===== config.mk =====
export PLATFORM = sky130hd
export DESIGN_NAME = secded_decoder_39
export DESIGN_NICKNAME = d
export VERILOG_FILES = /design/src/rtl/ecc_pkg.sv /design/src/rtl/fetch_decode_ecc_checker_secded.sv
export SDC_FILE = /design/constraint.sdc
export NUM_CORES = 1
export LEC_CHECK = 0
export ABC_AREA = 1
export BUFFER_PORTS_ARGS = -buffer_cell sky130_fd_sc_hd__clkbuf_2
export CAP_MARGIN = 20
export CORE_ASPECT_RATIO = 0.9
export CORE_MARGIN = 5
export CORE_UTILIZATION = 30
export DETAILED_ROUTE_END_ITERATION = 8
export PLACE_DENSITY = 0.61
export SYNTH_ARGS = -nofsm -noshare
export SYNTH_HDL_FRONTEND = slang
export SYNTH_SLANG_ARGS = --single-unit

===== constraint.sdc =====
create_clock -name vclk -period 2.8
set_input_delay 0.7 -clock vclk [all_inputs]
set_output_delay 0.7 -clock vclk [all_outputs]
set_load 0.01 [all_outputs]

===== src/rtl/ecc_pkg.sv =====
// Shared constants, types and helpers for the fetch/decode SECDED boundary.
package ecc_pkg;

  localparam int unsigned CODE_W   = 39;
  localparam int unsigned DATA_W   = 32;
  localparam int unsigned SYN_W    = 6;
  localparam int unsigned N_PARITY = 6;
  localparam int unsigned CIDX_W   = 6;
  localparam int unsigned DIDX_W   = 5;

  // Hamming parity bit positions inside code[38:1]
  localparam int unsigned PAR_POS [N_PARITY] = '{1, 2, 4, 8, 16, 32};

  typedef enum logic [1:0] {
    CLEAN  = 2'd0,
    CORR   = 2'd1,
    UNCORR = 2'd2
  } ecc_status_e;

  typedef enum logic [1:0] {
    IDLE    = 2'd0,
    REFETCH = 2'd1,
    FATAL   = 2'd2
  } fsm_state_e;

  // Decoded IF/ID payload
  typedef struct packed {
    logic [DATA_W-1:0] instr;
    logic [DATA_W-1:0] pc_plus4;
    logic [DATA_W-1:0] pc;
  } beat_t;

  // True when a Hamming position carries a parity bit rather than data
  function automatic logic is_parity_pos(input int unsigned pos);
    logic hit;
    hit = 1'b0;
    for (int unsigned j = 0; j < N_PARITY; j++) begin
      if (pos == PAR_POS[j]) hit = 1'b1;
    end
    return hit;
  endfunction

endpackage


===== src/rtl/fetch_decode_ecc_checker_secded.sv =====
// Combinational (39,32) SECDED decoder: syndrome, single-bit repair, data extraction.
module secded_decoder_39
  import ecc_pkg::*;
(
  input  logic [CODE_W-1:0] code_in,
  output logic [DATA_W-1:0] data_out,
  output ecc_status_e       status
);

  logic [SYN_W-1:0]  syn;
  logic              par;
  logic [CODE_W-1:0] fixed;
  int unsigned       k;

  // Syndrome and overall parity over the received word
  always_comb begin
    syn = '0;
    for (int unsigned i = 1; i < CODE_W; i++) begin
      if (code_in[CIDX_W'(i)]) syn = syn ^ SYN_W'(i);
    end
    par = ^code_in;
  end

  // Classify, repair the flagged position, then gather the data positions
  always_comb begin
    fixed  = code_in;
    status = CLEAN;
    if (par) begin
      if (syn == '0) begin
        status = CORR;
      end else if (syn <= SYN_W'(CODE_W - 1)) begin
        status = CORR;
        for (int unsigned i = 1; i < CODE_W; i++) begin
          if (syn == SYN_W'(i)) fixed[CIDX_W'(i)] = ~code_in[CIDX_W'(i)];
        end
      end else begin
        status = UNCORR;
      end
    end else if (syn != '0) begin
      status = UNCORR;
    end

    data_out = '0;
    k        = 0;
    for (int unsigned i = 1; i < CODE_W; i++) begin
      if (!is_parity_pos(i)) begin
        data_out[DIDX_W'(k)] = fixed[CIDX_W'(i)];
        k = k + 1;
      end
    end
  end

endmodule


## Word level (Yosys, flattened, before mapping)

Cells that the tools add are included.

- Register bits: 0
- Output and inout bits: 34

- Magnitude comparators: 1
- Equality and inequality tests: 38
- Multiplexer cells: 83
- Bitwise operators: 75
- Reductions and logical operators: 3

Operators by type and width:

| kind | number |
|---|---|
| 38-bit two-way mux | 3 |
| 6-bit by 5-bit equality test with 1-bit output (second input constant) | 16 |
| 5-bit two-way mux | 16 |
| 6-bit by 4-bit equality test with 1-bit output (second input constant) | 8 |
| 6-bit equality test (second input constant) | 7 |
| 6-bit two-way mux | 7 |
| 1-bit two-way mux | 39 |
| 3-bit inverter | 13 |
| 39-bit parity | 1 |
| 1-bit inverter | 38 |
| 4-bit two-way mux | 8 |
| 2-bit inverter | 13 |
| 6-bit by 3-bit equality test with 1-bit output (second input constant) | 4 |
| 4-bit inverter | 5 |
| 6-bit by 2-bit equality test with 1-bit output (second input constant) | 2 |
| 2-bit two-way mux | 6 |
| 3-bit two-way mux | 4 |
| 6-bit by 1-bit equality test with 1-bit output (second input constant) | 1 |
| 6-bit less-or-equal comparator (second input constant) | 1 |
| 6-bit zero test | 1 |
| 6-bit nonzero test | 1 |
| 1-bit inverter (first input constant) | 5 |
| 5-bit inverter | 1 |

## Logic depth before layout (Yosys ltp)

Gate-level depths: netlist of the first run.

- Word-level depth: 75
- Mapped depth: 20

## Worst setup path before layout of the first run

OpenSTA, ideal clock, no wires.

- Path type: input-to-output
- Start: input code_in[15]
- End: output status[0]
- Arrival: 2,241 ps
- Data required time: 2,100 ps
- Setup slack: -141 ps
- Stages on the path: 15
- Path buffers: 2
- Cells stage by stage: buf_6 inv_2 nand2_1 nand2_1 nand3_1 nand2_1 inv_1 nand2_1 nand2_2 xnor2_2 inv_1 nand3_1 nand2_2 buf_6 a31oi_1

- Longest elaborated chain between the ends: 39

RTL lines:

| what | line | text |
|---|---|---|
| start, declared | fetch_decode_ecc_checker_secded.sv:5 | `input logic [CODE_W-1:0] code_in,` |
| 4-bit two-way mux | fetch_decode_ecc_checker_secded.sv:19 | `if (code_in[CIDX_W'(i)]) syn = syn ^ SYN_W'(i);` |
| 5-bit two-way mux | fetch_decode_ecc_checker_secded.sv:19 |  |
| 2-bit inverter (no source line) or 5-bit two-way mux (tied branches) | - |  |
| 5-bit two-way mux or 2-bit inverter (tied branches) | - |  |
| 5-bit two-way mux | fetch_decode_ecc_checker_secded.sv:19 |  |
| 3-bit inverter (no source line) or 2-bit inverter (tied branches) | - |  |
| 5-bit two-way mux | fetch_decode_ecc_checker_secded.sv:19 |  |
| 5-bit two-way mux or 3-bit inverter (tied branches) | - |  |
| [23 not listed] | - |  |
| 6-bit two-way mux or 3-bit inverter (tied branches) | - |  |
| 3-bit inverter (no source line) or 6-bit two-way mux (tied branches) | - |  |
| 6-bit two-way mux or 3-bit inverter (tied branches) | - |  |
| 6-bit two-way mux | fetch_decode_ecc_checker_secded.sv:19 |  |
| 6-bit less-or-equal comparator | fetch_decode_ecc_checker_secded.sv:31 | `end else if (syn <= SYN_W'(CODE_W - 1)) begin` |
| 2-bit two-way mux | fetch_decode_ecc_checker_secded.sv:31 |  |
| 2-bit two-way mux | fetch_decode_ecc_checker_secded.sv:29 | `if (syn == '0) begin` |
| 2-bit two-way mux (*) | fetch_decode_ecc_checker_secded.sv:28 | `if (par) begin` |
| end, declared | fetch_decode_ecc_checker_secded.sv:7 | `output ecc_status_e status` |

Mark *: on every way between the ends. The rest lies on a longest branch, timed or not.

## Worst setup path after layout of the first run

- Start: input code_in[25]
- End: output data_out[7]

- Longest elaborated chain between the ends: 25

RTL lines:

| what | line | text |
|---|---|---|
| branches (longest 24 deep; another with 6-bit two-way mux) | - |  |
| 38-bit two-way mux (*) | fetch_decode_ecc_checker_secded.sv:28 |  |
| end, declared | fetch_decode_ecc_checker_secded.sv:6 | `output logic [DATA_W-1:0] data_out,` |

Mark *: on every way between the ends.

==> summary.txt, run 1 <==
Worst setup path
  – Worst EP arrival: approximately 2.7 ns
  – Worst-path fanout max: 11
  – CP Data Required Time: 2.10 ns
  – CP endpoint kind: output pin
  – Startpoint Class: primary input
  – Worst setup path category: primary input to output pin

Yosys
  – Post-Syn Area: 2410 um^2
  – Post-synth top area cell: nand2_1
  – Post-synthesis sequential area ratio: 0
  – Synth Area in Compound Gates: 0.00778
  – Yosys warnings: 0
  – Xor/xnor share of the synthesized area: 0.136
  – Syn_nets: between 500 and 600
  – Most common cell in the netlist: nand2_1
  – Simple logic cell fraction of the synthesized area: 0.717
  – Mean Syn Cell Area: approximately 4.5 um^2
  – Main combinational cell family by area after synthesis: simple AND/OR/NAND/NOR gates
  – Synth top area cells: nand2_1, nand3_1, inv_1, xor2_1, xnor2_1
  – Top cells by count, synth: nand2_1, nand3_1, inv_1, xor2_1, nor2_1
  – Cell variety after synth: 21
  – Mux cell area share after synthesis: 0
  – Yosys top cell area share: 0.499
  – Adder-cell share of the synthesized area: 0
  – Cells after Synth: 532

Cells and area
  – Post-Layout Cell Count: 795
  – Layout area overhead: 119%
  – Seq_cells: 0
  – Fin area: 5280 um^2
  – Reg area: 0 um^2
  – Final net count: roughly 740
  – Final core utilization: 0.664
  – Clock buffers: 0
  – # diodes: 0
  – Layout cell share with drive strength beyond 1: 0.661

Clock network
  – Cts hold-fix bufs: 0

Die
  – Die W: between 100 and 150 um
  – Initial core utilization: 0.304
  – Die extent in y: 95.1 um
  – Die footprint: 9940 um^2
  – # IOs: between 70 and 80
  – Core Rows: 31
  – Core Area: 7950 um^2

Power
  – Peak VDD IR: 0.356 mV
  – Pwr Total: 0.00315 W
  – P_leak: 2.80 nW
  – Cell Pwr Density: 597 nW/um^2

GRT
  – First-pass GRT wire length: 16.5 mm
  – GRT Residual Overflow: 0
  – Initial antenna violation count: 0
  – Largest net degree at the start of global routing: 23
  – All-Layer GR Usage: 0.199
  – Vias in the first global route: around 3500

Timing
  – Unrepaired setup endpoints after global routing: true
  – Setup Viol. Count Final: 34
  – Final worst path period share: 1.23
  – Fin crit period: approximately 3.4 ns
  – Least-Margin Pin Slew: 0.309 ns
  – Worst rel slew slack: 0.793
  – Maximum clock rate: 290 MHz
  – Max-slew violation count: 0
  – Fin worst setup slack: -0.645 ns
  – Hold violation count in the final report: 0

Drt
  – # DRC: 0
  – Routed WL: 13.3 mm
  – Number of DRC markers in iteration 0: 369
  – Vias per cell: 5.37
  – DR pass1 iterations: 5
  – Detail Route Antenna Nets: 0
  – DR vias: roughly 4300
  – Post-DR wirelength/cell: 16.8 um

Placement
  – RD Place Congestion: slightly below 1
  – Area after DPL: 3630 um^2
  – Cell count after placement: between 700 and 800
  – Dpl hpwl: 8.09 mm
  – Pre-CTS setup slack: -0.597 ns
  – Buffers added on ports: 73

Status
  – Status: finished, violations left
  – Violated checks: setup timing

Worst hold path
  – Min-delay worst type: primary input to output pin

Flow run
  – Max_cap viols: 0
==> report_power, final <==
part	switching (W)	total, W	internal [W]
sequential	0	0	0
clock	0	0	0
combinational	0.00178	0.00315	0.00137
total	0.00178	0.00315	0.00137
==> path summary, 6_finish.rpt <==
path | start | endpoint | slack [ns] | depth (start not counted)
max | code_in[25] | data_out[7] | -0.64 | 18
min | code_in[19] | data_out[13] | 1.70 | 4
==> timing repair <==
item                                    4_1_cts  5_1_grt
endpoints found under the setup margin       34       34
gates resized for setup                     147      270
setup buffers                                13       11
pin swaps                                    54      101
gates cloned                                  1        2
==> layer usage <==
layer,track usage,vias up,routed length (um)
met5,0,-,0
met1,0.263,1944,5040
met3,0.0162,99,1090
met4,0.0583,0,797
li1,-,1946,-
met2,0.349,279,6410
==> stage by stage <==
| step | hold WS (ns) | setup TNS (ns) |
|---|---|---|
| after floorplan | 1.47 | -0.303 |
| final | 1.70 | -17.63 |
| after global routing | 1.72 | -20.35 |
| after detailed placement | 1.75 | -18.10 |
| after CTS | 1.72 | -12.67 |
| after global placement | 1.75 | -16.76 |
==> layout by cell type (no fill, tap or decap), types with 16 or more instances in the layout <==
cell	netlist	layout
nand2_1	321	170
nand2_2	12	115
buf_4	1	84
nand2_4	0	43
buf_6	6	31
inv_2	12	26
nand3_1	54	26
clkbuf_2	1	25
nand3_2	0	20
inv_1	49	16
==> worst max-delay path, stage by stage <==
cell,delay (ns)
buf_8,0.10
xnor2_2,0.14
buf_4,0.14
inv_2,0.03
nand2_1,0.06
nand2_1,0.12
nand2_1,0.13
nand2_2,0.12
nand2_2,0.10
nand2_2,0.08
buf_6,0.13
nor2_4,0.20
clkbuf_16,0.21
nand3_1,0.10
nand2_1,0.10
nand2_2,0.06
nand2_2,0.07
clkbuf_2,0.14
==> cells by family after synthesis <==
| kind of cell | Yosys count |
|---|---|
| XOR/XNOR | 35 |
| AND/OR/NAND/NOR | 420 |
| buffers and inverters | 74 |
| AO/OA/AOI/OAI | 3 |
==> final cells by class <==
class | instances | area [um^2]
Fill cell | 594 | 2670
Tap cell | 99 | 124
Multi-Input combinational cell | 458 | 3290
Inverter | 61 | 294
Timing Repair Buffer | 177 | 1580
No activity file was read; power rests on OpenSTA's default activity.
==> inputs of run 2 (changes only) <==
==> constraint.sdc (replaced) <==
create_clock -name vclk -period 2.8
set_input_delay 0.14 -clock vclk [all_inputs]
set_output_delay 0.14 -clock vclk [all_outputs]
set_load 0.01 [all_outputs]
==> run 2 against run 1 <==
  * The run now ends clean
  * Cell count shrank 13%
  * Total power down 54%
  * Worst hold slack lost 1.1 ns
  * Non-clock buffer count decreased by 100
==> summary.txt, run 2 (synthesis results as in run 1) <==
Power
  – P_leak: 1.84 nW
  – Pwr Total: 0.00146 W
  – NetSw: 0.000993 W
  – Combinational share of power: 1.000
  – Clock power share: 0
  – Int Pwr: 0.000463 W
  – Switching Fraction: 0.682
  – Peak VDD IR: 0.252 mV
  – Sequential power share: 0
  – Cell Pwr Density: 515 nW/um^2

Drt
  – DR vias: between 3000 and 4000
  – Post-DR wirelength/cell: 12.2 um
  – Routed WL: 8.45 mm
  – Number of DRC markers in iteration 0: 240
  – Detail Route Antenna Nets: 0
  – Vias per cell: between 4 and 5
  – DR pass1 iterations: 6
  – # DRC: 0

Timing
  – Worst rel slew slack: 0.713
  – Maximum clock rate: about 430 MHz
  – Max-slew violation count: 0
  – Unrepaired setup endpoints after global routing: false
  – Final worst path period share: 0.823
  – Setup Viol. Count Final: 0
  – Hold violation count in the final report: 0
  – Fin crit period: 2.31 ns
  – Setup TNS: 0 ns
  – Least-Margin Pin Slew: 0.430 ns

Cells and area
  – Reg area: 0 um^2
  – Layout area overhead: 17.2%
  – Fin area: 2830 um^2
  – Most frequent cells in the layout: nand2_1, clkbuf_2, nand3_1
  – Clock buffers: 0
  – Layout cell share with drive strength beyond 1: 0.183
  – # diodes: 0
  – Final net count: 637
  – Seq_cells: 0
  – Final core utilization: 0.356
  – Leading cell type in the layout, fill and taps excluded: nand2_1
  – Post-Layout Cell Count: between 600 and 700

GRT
  – GRT Residual Overflow: 0
  – Largest net degree at the start of global routing: 23
  – All-Layer GR Usage: 0.164
  – First-pass GRT wire length: about 14 mm
  – Initial antenna violation count: 0
  – Vias in the first global route: 2881

Die
  – Initial core utilization: 0.304
  – Core Area: ~8000 um^2
  – Die footprint: 9940 um^2
  – # IOs: 73
  – Die extent in y: 95.1 um
  – Die W: 105 um
  – Core Rows: 31

Status
  – Status: complete, no violations

Worst setup path
  – Startpoint Class: primary input
  – Crit path buf inv count: 6
  – Worst-path fanout max: 20
  – Biggest cell delay along the critical path: 0.34 ns
  – CP endpoint kind: output pin
  – Worst setup path category: primary input to output pin
  – Worst-path cell chain: clkbuf_2, inv_1, nand2_1, nand2_1, nand2_1, nand2_1, inv_1, nand2_1, nand2_1, xnor2_2, inv_1, nand3_1, nand2_2, inv_2, nand2_1, nand2_1, clkbuf_2
  – CP max stage cell: xnor2_2
  – CP Data Required Time: 2.66 ns
  – Crit path max-delay family: simple AND/OR/NAND/NOR gates
  – Worst EP arrival: 2.17 ns
  – Most frequent CP cell: nand2_1

Clock network
  – Resized Gates After CTS: 0
  – Cts hold-fix bufs: 0
  – Setup Buffers After CTS: 0

Placement
  – RD Place Congestion: 0.949
  – Dpl hpwl: 7.22 mm
  – Cell count after placement: ~700
  – Buffers added on ports: between 70 and 80
  – Area after DPL: around 2800 um^2

Worst hold path
  – Hold wc startpoint: code_in[36]
  – WHS Endpoint: data_out[29]
  – Worst Hold Depth: 3
  – Min-delay worst type: primary input to output pin

Flow run
  – Max_cap viols: 0
-- run 2: worst max path at each step --
stage	startpoint	endpoint	slack [ns]	depth (start not counted)
2_1_floorplan	code_in[15]	status[0]	0.98	15
3_3_place_gp	code_in[23]	data_out[15]	0.53	17
3_5_place_dp	code_in[31]	data_out[7]	0.50	17
4_1_cts	code_in[31]	data_out[7]	0.50	17
5_1_grt	code_in[3]	data_out[12]	0.17	20
6_report	code_in[7]	data_out[16]	0.49	17
-- run 2: per-layer routing --
layer / share of wire / vias to the layer above / global-route usage
met4: 0.021 / 0 / 0.0345
met2: 0.48 / 112 / 0.298
li1: - / 1746 / -
met1: 0.45 / 1412 / 0.215
met5: 0 / - / 0
met3: 0.052 / 16 / 0.0108
-- run 2: stage by stage --
step | hold WS (ns) | worst slack (ns)
floorplan | 0.360 | 0.979
global placement | 0.599 | 0.526
detailed placement | 0.601 | 0.500
CTS | 0.602 | 0.500
global route | 0.623 | 0.171
finish | 0.598 | 0.495
-- run 2: power groups by stage --
stage               combinational, W  clock [W]  sequential, W
floorplan                    0.00104          0              0
global placement             0.00144          0              0
detailed placement           0.00145          0              0
CTS                          0.00146          0              0
global route                 0.00164          0              0
finish                       0.00146          0              0
-- run 2: area by class of cell --
type                       instances  area, um^2
fill                             906        5120
inverter                          61         229
multi-input combinational        458        2080
tap                               99         124
timing repair buffer              77         395
